## config.mk

```make
export PLATFORM = sky130hd
export DESIGN_NAME = alu_control_unit
export DESIGN_NICKNAME = d
export VERILOG_FILES = /design/src/rtl/alu_control_unit.sv
export SDC_FILE = /design/constraint.sdc
export NUM_CORES = 1
export LEC_CHECK = 0
export CAP_MARGIN = 25
export CORE_MARGIN = 4
export CORE_UTILIZATION = 45
export DETAILED_ROUTE_END_ITERATION = 8
export PLACE_DENSITY_LB_ADDON = 0.05
export SKIP_LAST_GASP = 1
export SLEW_MARGIN = 10
export SYNTH_ARGS = -nofsm -noshare
export SYNTH_HDL_FRONTEND = slang
export SYNTH_SLANG_ARGS = --single-unit
```

## constraint.sdc

```tcl
create_clock -name clk -period 4.3 [get_ports clk]
set_input_delay 0.43 -clock clk [delete_from_list [all_inputs] [get_ports clk]]
set_output_delay 0.43 -clock clk [all_outputs]
set_load 0.03 [all_outputs]
```

## src/rtl/alu_control_unit.sv

```systemverilog
`default_nettype none
// ============================================================================
// Module   : alu_control_unit
// Brief    : Fetches operands from an 8-entry register file, drives the
//            external 32-bit ALU, and writes back the result plus C/Z/N flags.
//            Optional macro ALU_CU_IMM_EN: instr[15] selects a zero-extended
//            15-bit immediate as operand b.
// Revision : 1.0  initial release
// ============================================================================
module alu_control_unit #(
    parameter int DATA_W     = 32,
    parameter int REG_ADDR_W = 3
) (
    input  logic                  clk,
    input  logic                  rst_n,
    input  logic                  instr_valid,
    output logic                  instr_ready,
    input  logic [31:0]           instr,
    output logic [5:0]            alu_op,
    output logic [DATA_W-1:0]     alu_a,
    output logic [DATA_W-1:0]     alu_b,
    output logic                  alu_c,
    input  logic [DATA_W-1:0]     alu_res,
    input  logic                  alu_cout,
    input  logic                  alu_z,
    input  logic                  alu_n,
    input  logic                  rf_wr_en,
    input  logic [REG_ADDR_W-1:0] rf_wr_addr,
    input  logic [DATA_W-1:0]     rf_wr_data,
    input  logic [REG_ADDR_W-1:0] dbg_addr,
    output logic [DATA_W-1:0]     dbg_data,
    output logic                  flag_c,
    output logic                  flag_z,
    output logic                  flag_n,
    output logic                  illegal_op
);

    localparam int c_NREGS = 2 ** REG_ADDR_W;

    localparam logic [1:0] c_ST_IDLE      = 2'd0;
    localparam logic [1:0] c_ST_DECODE    = 2'd1;
    localparam logic [1:0] c_ST_EXECUTE   = 2'd2;
    localparam logic [1:0] c_ST_WRITEBACK = 2'd3;

    localparam logic [5:0] c_OP_ADD = 6'b010000;
    localparam logic [5:0] c_OP_SUB = 6'b010001;
    localparam logic [5:0] c_OP_EQ  = 6'b100000;
    localparam logic [5:0] c_OP_LLS = 6'b110000;
    localparam logic [5:0] c_OP_LRS = 6'b110001;
    localparam logic [5:0] c_OP_ARS = 6'b110010;

    logic [1:0]            r_state;
    logic [1:0]            w_next_state;
    logic [DATA_W-1:0]     r_rf [c_NREGS];

    logic [5:0]            r_op;
    logic [REG_ADDR_W-1:0] r_rd;
    logic [REG_ADDR_W-1:0] r_rs1;
    logic [REG_ADDR_W-1:0] r_rs2;
    logic                  r_cin_sel;

    logic [DATA_W-1:0]     r_res;
    logic                  r_cout;
    logic                  r_z;
    logic                  r_n;

    logic                  w_legal;
    logic                  w_carry_op;
    logic [DATA_W-1:0]     w_opnd_b;

`ifdef ALU_CU_IMM_EN
    logic                  r_imm_sel;
    logic [14:0]           r_imm;

    assign w_opnd_b = r_imm_sel ? {{(DATA_W-15){1'b0}}, r_imm} : r_rf[r_rs2];
`else
    logic                  w_unused_imm;

    // Immediate field has no consumer in this build
    assign w_unused_imm = &{1'b0, instr[15:0]};
    assign w_opnd_b     = r_rf[r_rs2];
`endif

    always_comb begin
        case (r_op)
            c_OP_ADD, c_OP_SUB, c_OP_EQ,
            c_OP_LLS, c_OP_LRS, c_OP_ARS: w_legal = 1'b1;
            default:                      w_legal = 1'b0;
        endcase
    end

    assign w_carry_op = (r_op == c_OP_ADD) || (r_op == c_OP_SUB);
    assign dbg_data   = r_rf[dbg_addr];

    always_ff @(posedge clk) begin
        if (!rst_n) begin
            r_state <= c_ST_IDLE;
        end else begin
            r_state <= w_next_state;
        end
    end

    always_comb begin
        w_next_state = r_state;
        case (r_state)
            c_ST_IDLE:      if (instr_valid) w_next_state = c_ST_DECODE;
            c_ST_DECODE:    w_next_state = w_legal ? c_ST_EXECUTE : c_ST_IDLE;
            c_ST_EXECUTE:   w_next_state = c_ST_WRITEBACK;
            c_ST_WRITEBACK: w_next_state = c_ST_IDLE;
            default:        w_next_state = c_ST_IDLE;
        endcase
    end

    always_comb begin
        instr_ready = (r_state == c_ST_IDLE);
        illegal_op  = (r_state == c_ST_DECODE) && !w_legal;
    end

    always_ff @(posedge clk) begin
        if (!rst_n) begin
            for (int i = 0; i < c_NREGS; i++) begin
                r_rf[i] <= '0;
            end
            r_op      <= '0;
            r_rd      <= '0;
            r_rs1     <= '0;
            r_rs2     <= '0;
            r_cin_sel <= 1'b0;
`ifdef ALU_CU_IMM_EN
            r_imm_sel <= 1'b0;
            r_imm     <= '0;
`endif
            alu_op    <= '0;
            alu_a     <= '0;
            alu_b     <= '0;
            alu_c     <= 1'b0;
            r_res     <= '0;
            r_cout    <= 1'b0;
            r_z       <= 1'b0;
            r_n       <= 1'b0;
            flag_c    <= 1'b0;
            flag_z    <= 1'b0;
            flag_n    <= 1'b0;
        end else begin
            case (r_state)
                c_ST_IDLE: begin
                    // Host write and instruction accept may share a cycle;
                    // operands are read a cycle later, so the write is seen.
                    if (rf_wr_en) begin
                        r_rf[rf_wr_addr] <= rf_wr_data;
                    end
                    if (instr_valid) begin
                        r_op      <= instr[31:26];
                        r_rd      <= instr[25:23];
                        r_rs1     <= instr[22:20];
                        r_rs2     <= instr[19:17];
                        r_cin_sel <= instr[16];
`ifdef ALU_CU_IMM_EN
                        r_imm_sel <= instr[15];
                        r_imm     <= instr[14:0];
`endif
                    end
                end
                c_ST_DECODE: begin
                    if (w_legal) begin
                        alu_op <= r_op;
                        alu_a  <= r_rf[r_rs1];
                        alu_b  <= w_opnd_b;
                        alu_c  <= r_cin_sel & flag_c;
                    end
                end
                c_ST_EXECUTE: begin
                    r_res  <= alu_res;
                    r_cout <= alu_cout;
                    r_z    <= alu_z;
                    r_n    <= alu_n;
                end
                c_ST_WRITEBACK: begin
                    r_rf[r_rd] <= r_res;
                    flag_z     <= r_z;
                    flag_n     <= r_n;
                    if (w_carry_op) begin
                        flag_c <= r_cout;
                    end
                end
                default: ;
            endcase
        end
    end

endmodule
`default_nettype wire

```

==> impl_metrics.yaml <==
timing:
  setup_violations: 0
  fmax_mhz: 316
  finClkSkew_ps: 14.7
  drv_slew: 0
  rsz0062_at_grt: "false"
  tns_ps: 0
  finalHoldViolCount: 0
  slew_headroom_pct: 34.7
  period_needed_ps: 3160
  tightest_slew_ps: 979
  final.period_utilization_pct: 73.6
final_layout:
  syn_to_final_growth_pct: 20.9
  n_fill_cell: 3579
  n_antenna_cell: 0
  finalNetCount: 1722
  postLayoutCellArea_sq_um: 23400
  final_common_cell: "nor2_1"
  final_cell_mix: "260 x nor2_1, 256 x edfxtp_1, 197 x clkdlybuf4s50_1, 192 x mux4_2, 126 x a21oi_1"
  drive_gt1_share_pct: 22.7
setup_path:
  r2r_end: "alu_a[6]"
  cp-end-kind: "output pin"
  r2r_slack_ps: 1780
  cp.required_ps: 3870
  reg2reg_depth: 5
  reg2reg_from: "r_state[0]"
  worstPathCellList: "buf_2 > buf_4 > mux4_2 > mux2_2 > clkdlybuf4s50_1"
  critPathKind: "in2out"
  crit_fanout: 25
  start_kind: "input pin"
  critPathSlowestCell: "buf_2"
  crit_arrival_ps: 2730
  path_buf_inv: 3
  crit_family: "buffers and inverters"
  slowest_delay_ps: 680
grt:
  grt_pass1_wl_um: 88100
  antenna_found_initial: 0
  grt_start_max_net_pins: 81
  overflow: 0
  grt_pass1_vias: 13700
  grt.total_usage_pct: 25.3
clock_tree:
  cts_setup_buffers: 0
  clock_latency_ps: 570
  cts_inserted_buffers: 44
  cts.clk_slew.worst_paths_ps: 60
  cts_max_level: 2
  cts_tree: "done"
  cts_hold_buf: 0
  cts-root-buf: "clkbuf_16"
  postCtsResizedCells: 0
  cts.sinks: 383
  cts_buffer_depth: 3
die:
  core_sq_um: 42300
  chipWidth_um: 216
  ios: 217
  dieHeight_um: 216
  start_util_pct: 45.8
  rows: 75
  dieArea_sq_um: 46500
power:
  peakVddDrop_v: 0.000284
  p_leak_nw: 7.93
  power_density_nw_per_um2: 389
min_path:
  worstHoldPathCells: 3
  hold_start: "instr[17]"
  hp-class: "in2reg"
  holdPathEnd: "r_rs2[0]"
routing:
  ant_nets: 0
  first_pass_iters: 5
  drt-total-wl_um: 59200
  drc: 0
  vias_per_cell: 5.93
  drt-initial-drc-count: 1174
  vias: 13200
  wl_per_cell_um: 26.6
synth:
  synth_area_leaders: "edfxtp_1 40%, mux4_2 22%, dfxtp_1 13%, mux2i_1 5.1%, nor2_1 5.0%"
  ys_types: 32
  synthCells: 1445
  ys_warn_count: 0
  yosysTopAreaCell: "edfxtp_1"
  syn-num-nets: 1554
  synth_flop_cell: "edfxtp_1"
  synth_area_sq_um: 19400
  synth_area_per_cell_sq_um: 13.4
  synth_edf_count: 256
  async_reset_ff_share_pct: 0
  synth-seq-cells: 383
  synth_top_cell_area_share_pct: 39.6
  ys_seq_area_share_pct: 52.7
job:
  maxCapViolCount: 0
place:
  hpwlAfterDp_um: 35000
  globalplace.congestion: 0.764
  placed_area_sq_um: 22000
  portBuffers: 200
status:
  status: "completed"
[registers in the layout, summed over array words and instances (netlist names), 3 cells and up, named ones only]
register / count
r_res: 32
alu_b: 32
alu_op: 6
alu_a: 32
r_rf: 256
r_rs1: 3
r_rs2: 3
r_rd: 3
r_op: 6
[synthesized netlist by cell type, types with 16 or more instances]
master      n
nor2_1    260
mux4_2    192
mux2i_1    99
buf_1      16
buf_2      42
clkbuf_1   50
a21oi_1   126
dfxtp_1   127
edfxtp_1  256
a211oi_1   64
mux2_2     34
nand2_1   115
[worst reg2reg max path, stage by stage (launching register included)]
cell and delay (ps):
dfxtp_1 590, nand2b_1 240, nand2b_1 320, nor2_4 760, buf_12 290, a211oi_1 170
[where the power goes]
part / internal, mW / switching (mW)
logic: 0.593 / 0.676
clock network: 2.11 / 1.52
registers: 4.08 / 0.148
[worst max-delay path by stage]
stage | from | end | slack [ps] | cells past startpoint
global route | dbg_addr[1] | dbg_data[2] | 1110 | 5
finish | dbg_addr[1] | dbg_data[4] | 1140 | 5
detailed placement | rst_n | r_rf[3][7] | 990 | 6
CTS | dbg_addr[1] | dbg_data[2] | 1160 | 5
global placement | rst_n | r_rf[4][7] | 1020 | 6
floorplan | rf_wr_addr[0] | r_rf[0][0] | 1690 | 5
[per-stage QoR]
step	hold slack [ps]	setup WS [ps]	power [mW]	utilization (%)	std cells
2_1_floorplan	436	1690	5.05	-	1445
3_3_place_gp	443	1020	5.56	52.1	2143
3_5_place_dp	446	991	5.58	52.1	2144
4_1_cts	379	1160	9.21	55.4	2226
5_1_grt	407	1110	9.44	55.4	2226
6_report	401	1140	9.13	55.4	2226
[routing by layer]
metal	vias to the layer above	GRT usage (%)	wire, um
met2	528	42.4	29100
li1	5876	-	-
met3	75	4.54	4410
met1	6724	34.3	24400
met4	0	6.96	1240
met5	-	0	0
[layout make-up]
cell class | count | area (sq um) | share of cell area (%)
Sequential cell | 383 | 10200 | 43.7
Multi-Input combinational cell | 931 | 8560 | 36.5
Timing Repair Buffer | 252 | 2520 | 10.7
Clock buffer | 69 | 1320 | 5.63
Tap cell | 577 | 722 | 3.08
Clock inverter | 13 | 72.6 | 0.310
Inverter | 1 | 6.26 | 0.0267
[cell families (layout without fill, tap and decap cells)]
family                 Yosys count  after routing  share of synthesized area, %
and+or+nand+nor                409            409                          8.44
DFF                            383            383                          52.7
muxes                          325            325                          29.4
AOI/OAI and AO/OA              197            197                          5.98
buffers and inverters          131            335                          3.46
No activity file was read; power rests on OpenSTA's default activity.
